File: config.mk
export PLATFORM = sky130hd
export DESIGN_NAME = neural_layer_backprop_seq
export DESIGN_NICKNAME = d
export VERILOG_FILES = /design/src/rtl/neural_layer_backprop_seq.sv
export SDC_FILE = /design/constraint.sdc
export NUM_CORES = 2
export LEC_CHECK = 0
export CAP_MARGIN = 25
export CORE_ASPECT_RATIO = 0.8
export CORE_UTILIZATION = 35
export DETAILED_ROUTE_END_ITERATION = 10
export GPL_TIMING_DRIVEN = 0
export HOLD_SLACK_MARGIN = 0.12
export SLEW_MARGIN = 40
export SYNTH_ARGS = -nofsm -noshare
export SYNTH_HDL_FRONTEND = slang
export SYNTH_SLANG_ARGS = --single-unit
export TNS_END_PERCENT = 50
File: constraint.sdc
create_clock -name clk -period 58.4 [get_ports clk]
set_input_delay 8.76 -clock clk [delete_from_list [all_inputs] [get_ports clk]]
set_output_delay 8.76 -clock clk [all_outputs]
set_load 0.02 [all_outputs]
File: src/rtl/neural_layer_backprop_seq.sv
// Sequential backward pass of one fully connected float32 layer: delta, weight/bias
// gradients and input gradient, computed on one multiply-add path plus one multiplier.

module fp_mul (
  input  logic [31:0] a,
  input  logic [31:0] b,
  output logic [31:0] y
);
  logic        sgn;
  logic [7:0]  ea, eb;
  logic [47:0] prod;
  logic [23:0] mant;
  logic        rb, st;
  logic [24:0] rnd;
  logic [22:0] frac;
  int          ex;

  always_comb begin
    sgn  = a[31] ^ b[31];
    ea   = a[30:23];
    eb   = b[30:23];
    prod = 48'({1'b1, a[22:0]}) * 48'({1'b1, b[22:0]});
    ex   = int'(ea) + int'(eb) - 127;
    if (prod[47]) begin
      mant = prod[47:24];
      rb   = prod[23];
      st   = |prod[22:0];
      ex   = ex + 1;
    end else begin
      mant = prod[46:23];
      rb   = prod[22];
      st   = |prod[21:0];
    end
    // Round to nearest, ties to even.
    rnd  = {1'b0, mant} + 25'(rb & (st | mant[0]));
    frac = rnd[24] ? rnd[23:1] : rnd[22:0];
    if (rnd[24]) ex = ex + 1;
    y = '0;
    if ((ea == 8'hFF && a[22:0] != '0) || (eb == 8'hFF && b[22:0] != '0)) y = 32'h7FC00000;
    else if (ea == 8'hFF || eb == 8'hFF) y = (ea == 8'h00 || eb == 8'h00) ? 32'h7FC00000 : {sgn, 8'hFF, 23'b0};
    else if (ea == 8'h00 || eb == 8'h00) y = {sgn, 31'b0};
    else if (ex >= 255) y = {sgn, 8'hFF, 23'b0};
    else if (ex <= 0) y = {sgn, 31'b0};
    else y = {sgn, ex[7:0], frac};
  end
endmodule

module fp_add (
  input  logic [31:0] a,
  input  logic [31:0] b,
  output logic [31:0] y
);
  logic [31:0] big, sml;
  logic [26:0] mb, ms, ms_sh, mask, norm;
  logic [27:0] sum;
  logic [7:0]  d;
  logic        sticky, inc;
  logic [24:0] rnd;
  logic [22:0] frac;
  int          ex, lz;

  always_comb begin
    if (a[30:0] >= b[30:0]) begin big = a; sml = b; end
    else begin big = b; sml = a; end
    // Three extra low bits carry guard, round and sticky through alignment.
    mb     = {1'b1, big[22:0], 3'b000};
    ms     = {1'b1, sml[22:0], 3'b000};
    d      = big[30:23] - sml[30:23];
    mask   = '0;
    ms_sh  = '0;
    sticky = 1'b1;
    if (d < 8'd27) begin
      mask   = (27'd1 << d) - 27'd1;
      ms_sh  = ms >> d;
      sticky = |(ms & mask);
    end
    ms_sh[0] = ms_sh[0] | sticky;
    sum = (big[31] == sml[31]) ? {1'b0, mb} + {1'b0, ms_sh} : {1'b0, mb} - {1'b0, ms_sh};
    lz = 0;
    for (int k = 0; k < 27; k++) if (sum[k]) lz = 26 - k;
    ex = int'(big[30:23]);
    if (sum[27]) begin
      norm = {sum[27:2], sum[1] | sum[0]};
      ex   = ex + 1;
    end else begin
      norm = sum[26:0] << lz;
      ex   = ex - lz;
    end
    inc  = norm[2] & (norm[1] | norm[0] | norm[3]);
    rnd  = {1'b0, norm[26:3]} + 25'(inc);
    frac = rnd[24] ? rnd[23:1] : rnd[22:0];
    if (rnd[24]) ex = ex + 1;
    y = '0;
    if (big[30:23] == 8'hFF) begin
      if (big[22:0] != '0) y = 32'h7FC00000;
      else if (sml[30:23] == 8'hFF && big[31] != sml[31]) y = 32'h7FC00000;
      else y = big;
    end
    else if (big[30:23] == 8'h00) y = {big[31] & sml[31], 31'b0};
    else if (sml[30:23] == 8'h00) y = big;
    else if (sum == '0) y = '0;
    else if (ex >= 255) y = {big[31], 8'hFF, 23'b0};
    else if (ex <= 0) y = {big[31], 31'b0};
    else y = {big[31], ex[7:0], frac};
  end
endmodule

module neural_layer_backprop_seq #(
  parameter int IN_SIZE    = 1,
  parameter int OUT_SIZE   = 1,
  parameter int ACTIVATION = 0
) (
  input  logic                            clk,
  input  logic                            rst,
  input  logic                            start,
  input  logic [32*OUT_SIZE-1:0]          pre_act,
  input  logic [32*OUT_SIZE-1:0]          act_out,
  input  logic [32*OUT_SIZE-1:0]          grad_out,
  input  logic [32*IN_SIZE-1:0]           data,
  input  logic [32*OUT_SIZE*IN_SIZE-1:0]  weights,
  output logic [32*IN_SIZE-1:0]           grad_in,
  output logic [32*OUT_SIZE*IN_SIZE-1:0]  grad_weights,
  output logic [32*OUT_SIZE-1:0]          grad_bias,
  output logic                            busy,
  output logic                            done,
  output logic [1:0]                      fsm_state
);
  typedef enum logic [1:0] {IDLE = 2'd0, DELTA = 2'd1, ACCUM = 2'd2, DONE = 2'd3} state_t;

  localparam int          IW       = (IN_SIZE > 1) ? $clog2(IN_SIZE) : 1;
  localparam int          OW       = (OUT_SIZE > 1) ? $clog2(OUT_SIZE) : 1;
  localparam logic        TWO_STEP = (ACTIVATION == 1) || (ACTIVATION == 3);
  localparam logic [31:0] FP_ONE   = 32'h3F800000;

  state_t      state, state_nx;
  logic        start_q;
  logic [OW-1:0] i_cnt;
  logic [IW-1:0] j_cnt;
  logic        phase;
  logic [31:0] s_reg;
  logic        last_i, last_j;
  logic [31:0] z_i, y_i, g_i, d_i, x_j, w_ij, gin_j;
  logic [31:0] mul0_a, mul0_b, mul0_y, mul1_y, add_a, add_b, add_y, delta_val;

  // Handshake: start is a level, captured on any edge after which the block is idle
  // and acted on one edge later; done is a one-cycle pulse. Inputs stay stable from
  // start until done because nothing here latches them.
  assign last_i    = (int'(i_cnt) == OUT_SIZE - 1);
  assign last_j    = (int'(j_cnt) == IN_SIZE - 1);
  assign busy      = (state == DELTA) || (state == ACCUM);
  assign done      = (state == DONE);
  assign fsm_state = state;

  always_comb begin
    z_i   = pre_act[32*int'(i_cnt) +: 32];
    y_i   = act_out[32*int'(i_cnt) +: 32];
    g_i   = grad_out[32*int'(i_cnt) +: 32];
    d_i   = grad_bias[32*int'(i_cnt) +: 32];
    x_j   = data[32*int'(j_cnt) +: 32];
    gin_j = grad_in[32*int'(j_cnt) +: 32];
    w_ij  = weights[32*(int'(i_cnt)*IN_SIZE + int'(j_cnt)) +: 32];
  end

  always_comb begin
    mul0_a = w_ij;
    mul0_b = d_i;
    if (state == DELTA) begin
      if (!phase) begin
        mul0_a = y_i;
        mul0_b = y_i;
      end else begin
        mul0_a = g_i;
        mul0_b = s_reg;
      end
    end
  end

  // In DELTA the adder forms y - y*y (sigmoid) or 1 - y*y (tanh) from the negated square.
  always_comb begin
    add_a     = gin_j;
    add_b     = mul0_y;
    delta_val = g_i;
    if (state == DELTA) begin
      add_a = (ACTIVATION == 1) ? y_i : FP_ONE;
      add_b = {~mul0_y[31], mul0_y[30:0]};
      if (TWO_STEP) delta_val = mul0_y;
      else if (ACTIVATION == 0) delta_val = (!z_i[31] && (z_i[30:0] != '0)) ? g_i : '0;
    end
  end

  fp_mul u_mul0 (.a(mul0_a), .b(mul0_b), .y(mul0_y));
  fp_mul u_mul1 (.a(d_i), .b(x_j), .y(mul1_y));
  fp_add u_add  (.a(add_a), .b(add_b), .y(add_y));

  always_comb begin
    state_nx = state;
    case (state)
      IDLE:    if (start_q) state_nx = DELTA;
      DELTA:   if (last_i && (!TWO_STEP || phase)) state_nx = ACCUM;
      ACCUM:   if (last_i && last_j) state_nx = DONE;
      DONE:    state_nx = IDLE;
      default: state_nx = IDLE;
    endcase
  end

  always_ff @(posedge clk) begin
    if (rst) state <= IDLE;
    else     state <= state_nx;
  end

  always_ff @(posedge clk) begin
    if (rst) begin
      start_q      <= 1'b0;
      i_cnt        <= '0;
      j_cnt        <= '0;
      phase        <= 1'b0;
      s_reg        <= '0;
      grad_in      <= '0;
      grad_weights <= '0;
      grad_bias    <= '0;
    end else begin
      start_q <= start && (state_nx == IDLE);
      case (state)
        IDLE: begin
          if (start_q) begin
            i_cnt   <= '0;
            j_cnt   <= '0;
            phase   <= 1'b0;
            grad_in <= '0;
          end
        end
        DELTA: begin
          if (TWO_STEP && !phase) begin
            s_reg <= add_y;
            phase <= 1'b1;
          end else begin
            grad_bias[32*int'(i_cnt) +: 32] <= delta_val;
            phase <= 1'b0;
            i_cnt <= last_i ? '0 : i_cnt + 1'b1;
          end
        end
        ACCUM: begin
          grad_weights[32*(int'(i_cnt)*IN_SIZE + int'(j_cnt)) +: 32] <= mul1_y;
          grad_in[32*int'(j_cnt) +: 32] <= add_y;
          if (last_j) begin
            j_cnt <= '0;
            i_cnt <= last_i ? '0 : i_cnt + 1'b1;
          end else begin
            j_cnt <= j_cnt + 1'b1;
          end
        end
        default: ;
      endcase
    end
  end
endmodule

# Yosys cells after proc, flatten, opt, wreduce, memory -nomap -nowiden
# Index checks and enable logic that the tools add are counted.
# totals
in_bits	163
output_inout_bits	100
wordCells	221
ff_bits	102
# classes
magnitude_cmp	8
bitwise	16
eq_ne	13
add_sub_neg	24
muxes	92
n_shift	16
reduce_logical	42
multipliers	2
# op_table
cell	count
$mux W32	29
$mux W31	8
$shiftx A32 B7 Y32	6
$add A32 B2 Y32 const B	5
$mux W5	27
$reduce_bool A23 Y1	5
$shift A32 B33 Y32 const A	3
$shiftx A32 B33 Y32	3
$bwmux W32	3
$ge A32 B9 Y1 const B	3
$le A32 B1 Y1 const B	3
$mul A24 B24 Y48	2
$mux W23	3
$neg A6 Y33	2
$pmux W32 S2	1
$sub A32 B8 Y32 const B	2
$mux W27	2
$add A24 B25 Y25	2
$and A1 B25 Y25	2
$eq A8 B8 Y1 const B	6
$logic_not A8 Y1	6
$mux W24	2
$reduce_or A23 Y1	2
$reduce_or A22 Y1	2
other kinds (44)	84

# Longest topological paths before layout
# depth
depth_word	73
depth_mapped	131
depth_no_buf	115

# By module
# A second synthesis with hierarchy kept.
# unflattened
cells_unflattened	8004
area_unflattened_um2	62122.1
# modules_own_cells
module	instances	area_per_inst_um2	cells_per_inst	seq_area_each_um2
fp_mul (u_mul1)	1	22813.1	2807	0.0
fp_mul (u_mul0)	1	22091.2	2641	0.0
fp_add	1	12821.0	2039	0.0
neural_layer_backprop_seq	1	4396.7	517	1981.9

# Worst setup path before layout
# Ideal clock, no wire load.
# synth_path
path_type	in2reg
startpoint	in act_out[14]
endpoint	reg grad_in[0]
n_path_buf	16
required_ps	58313
t_arrival_ps	32317
stages	115
setup_time_ps	87
slack_ps	25996
path_cell_list	nand2_1 -> and2_0 -> clkbuf_1 -> clkinv_1 -> clkbuf_1 -> nand2_1 -> fa_1 -> inv_1 -> fa_1 -> inv_1 -> fa_1 -> inv_1 -> fa_1 -> fa_1 -> fa_1 -> inv_1 -> fa_1 -> inv_1 -> [79 not listed] -> o21ai_0 -> a21o_1 -> nand2_1 -> nor3b_1 -> a31oi_1 -> xnor2_1 -> or3_1 -> nand2b_1 -> nor2_1 -> nand2_1 -> ha_1 -> nor4_1 -> nand4_1 -> nor4b_1 -> a2bb2oi_2 -> a2111oi_4 -> nand2_2 -> o31ai_1
# synth_via
elab_chain_cells	72
elab_cells_between_ends	111
classes_between	add/sub (10); mul (1); order compare (6); eq/ne (4); shift (5); mux (62); bitwise (10); reduce/logical (13)
# synth_rtl
item	line	text
start, declared	117	input logic [32*OUT_SIZE-1:0] act_out,
$shiftx A32 B7 Y32 (*)	156	y_i = act_out[32*int'(i_cnt) +: 32];
$mux W32	168	if (!phase) begin
$mux W32	167	if (state == DELTA) begin
$mul A24 B24 Y48	22	prod = 48'({1'b1, a[22:0]}) * 48'({1'b1, b[22:0]});
$reduce_or A23 Y1 or $reduce_or A22 Y1 (tied branches)	27, 32	
$mux W1	24	if (prod[47]) begin
$or A1 B1 Y1	35	rnd = {1'b0, mant} + 25'(rb & (st | mant[0]));
$and A1 B25 Y25	35	
[56 not listed]	--	
$mux W31	102	else if (ex >= 255) y = {big[31], 8'hFF, 23'b0};
$mux W32	101	else if (sum == '0) y = '0;
$mux W32	100	else if (sml[30:23] == 8'h00) y = big;
$mux W32	99	else if (big[30:23] == 8'h00) y = {big[31] & sml[31], 31'b0};
$mux W32 (*)	94	if (big[30:23] == 8'hFF) begin
$shiftx A32 B33 Y32 (*)	244	grad_in[32*int'(j_cnt) +: 32] <= add_y;
$bwmux W32 (*)	244	
$pmux W32 S2 (*)	223	case (state)
end signal, assigned by index	244	
end, declared	121	output logic [32*IN_SIZE-1:0] grad_in,
# Every way passes the cells marked *; elsewhere a longest branch is shown, timed or not.
# A chain may end at the register's enable or synchronous reset.

# Final worst setup path
# layout_path
startpoint	in act_out[8]
endpoint	reg grad_in[19]
# Same word-level chain as after synthesis.

==> flow_metrics.py <==
metrics = {
    "setup_path": {
        "cp_num_buf_inv": 25,
        "crit_required_ns": 58.75,
        "startpoint_type": "input pin",
        "crit_path_end_kind": "register",
        "critPathMaxFanout": 11,
        "arrival_ns": 41.65,
        "cp_slowest_stage_delay_ns": 0.74,
        "crit_slowest_cell": "a221oi_2",
        "critPathTopFamily": "compound AO/OA/AOI/OAI gates",
        "critical_path_class": "in2reg",
    },
    "logic_synthesis": {
        "ys_seq_area_share_pct": 3.38,
        "synthesis.nets": 9163,
        "synth_cell_types": 122,
        "yosys_warnings": 0,
        "synthCells": 7556,
        "synth_edf_count": 0,
        "synthFlopType": "dfxtp_1",
        "syn_avg_cell_area_um2": 7.75,
        "ys_ff_latch": 99,
        "postSynth.asyncResetShare_pct": 0,
        "synthesis.area_um2": 58600,
    },
    "floorplan": {
        "start_util_pct": 35.4,
        "die_x_um": 459,
        "die_y_um": 368,
        "io_pins": 263,
        "die_area_um2": 169000,
        "std_cell_rows": 133,
        "core_um2": 165000,
    },
    "sta": {
        "hold_violations": 0,
        "fin_hold_ws_ns": 0.462,
        "skew_ns": 0.0169,
        "drv_slew": 0,
        "post-route-period-util_pct": 70.7,
        "fmax_ghz": 0.0242,
        "tightest_slew_ns": 0.988,
        "rsz0062_at_grt": "false",
        "setup_viol": 0,
        "post-route-min-period_ns": 41.31,
        "setup_tns_ns": 0,
        "slew-limit-headroom_pct": 34.1,
    },
    "finish": {
        "layout_commonest_cell": "inv_1",
        "drive_above_1_share_pct": 3.46,
        "syn_to_final_growth_pct": 10.3,
        "most-common-layout-cells": "inv_1 (1247), nand2_1 (1079), fa_1 (968)",
        "final_nets": 9440,
        "postLayoutCellArea_um2": 64600,
        "final_util_pct": 39.1,
    },
    "grt": {
        "grt_max_degree": 19,
        "grt_pass1_wl_mm": 352,
        "antenna_found_initial": 5,
        "grt-ovfl-total": 0,
        "grt_pass1_vias": 56800,
        "track_usage_pct": 27.4,
    },
    "detailed_routing": {
        "route.detailed.drc": 0,
        "num_vias": 56700,
        "ant_nets": 0,
        "totalWireLength_mm": 232,
        "drt-initial-drc-count": 5829,
        "wl_per_cell_um": 23.0,
        "drtPass1Iterations": 8,
        "via_per_inst": 5.63,
    },
    "clocking": {
        "clk_latency_ns": 0.44,
        "root_buffer": "clkbuf_16",
        "holdBufCountCts": 0,
        "cts.htree.levels": 3,
        "cts-buffers-inserted": 9,
        "path_clk_slew_ns": 0.08,
        "clock_path_buffers": 2,
        "cts-resized-gates": 0,
        "post_cts_buffers": 0,
        "cts_tree": "yes",
        "cts_sinks": 99,
    },
    "run_status": {
        "status": "finished clean",
    },
    "placement": {
        "dpl.hpwl_mm": 196,
        "placed_area_um2": 64200,
        "io_buffers": 258,
        "gp_congestion": 0.992,
    },
    "hold_path": {
        "min_path_type": "reg2reg",
    },
    "job": {
        "max-cap-violations": 0,
    },
}
layer usage:
layer	up-vias	track usage (%)	wire, um
met5	-	0	12
met4	2	10.7	10100
met3	388	4.58	21300
met2	2748	42.6	102000
met1	28300	37.6	98300
li1	25200	-	-
area by class of cell:
| cell class | instances | area (um^2) |
|---|---|---|
| flip-flops and latches | 99 | 1990 |
| clock inverters | 6 | 58.8 |
| well taps | 2227 | 2790 |
| fillers | 17300 | 101000 |
| diodes | 3 | 7.51 |
| clock buffers | 9 | 225 |
| inverters | 1268 | 4760 |
| plain buffers | 357 | 1430 |
| multi-input cells | 5832 | 50700 |
| repair buffers | 266 | 2640 |
sequential cells by signal (all words and copies together) (netlist names):
| signal | flops |
|---|---|
| grad_bias | 32 |
| grad_in | 32 |
| grad_weights | 32 |
| fsm_state | 2 |
| start_q | 1 |
worst min-delay path, delay by kind of cell (launching register included):
family           cells  cell delay [ns]
AND/OR/NAND/NOR      1             0.04
flip-flops           1             0.33
AO/OA/AOI/OAI        1             0.05
path summary, 6_finish.rpt:
check             cells past startpoint            start              end  slack, ns
setup / recovery                    117       act_out[8]      grad_in[19]      17.09
hold / removal                        2  grad_weights[6]  grad_weights[6]       0.46
hold reg to reg                       2  grad_weights[6]  grad_weights[6]       0.46
setup reg to reg                    121     fsm_state[0]      grad_in[19]      23.02
logic make-up after synthesis:
group | count (synthesis) | share of synthesized area (%)
buf+inv | 1625 | 10.5
flops | 99 | 3.38
fa+ha+maj | 1445 | 43.3
mux | 146 | 2.76
xor+xnor | 221 | 3.36
compound gates | 1300 | 14.8
simple gates | 2720 | 21.9
Yosys cell counts (118+ instances only):
library cell | n | area share (%)
a21oi_1 | 345 | 2.9
and2_1 | 286 | 3.1
clkbuf_1 | 308 | 2.0
fa_1 | 968 | 33
ha_1 | 476 | 10
inv_1 | 1247 | 8.0
nand2_1 | 1079 | 6.9
nand3_1 | 159 | 1.4
nor2_1 | 594 | 3.8
nor3_1 | 118 | 1.0
o21ai_0 | 223 | 1.9
xnor2_1 | 155 | 2.3
per-stage QoR:
step	cells	setup slack, ns
2_1_floorplan	7556	26.00
5_1_grt	10100	15.43
4_1_cts	10100	18.14
3_3_place_gp	10000	17.51
3_5_place_dp	10000	17.87
6_report	10100	17.09
Power is not shown: default switching activity piles up to over one toggle a cycle in this logic, so the estimate is an artifact.
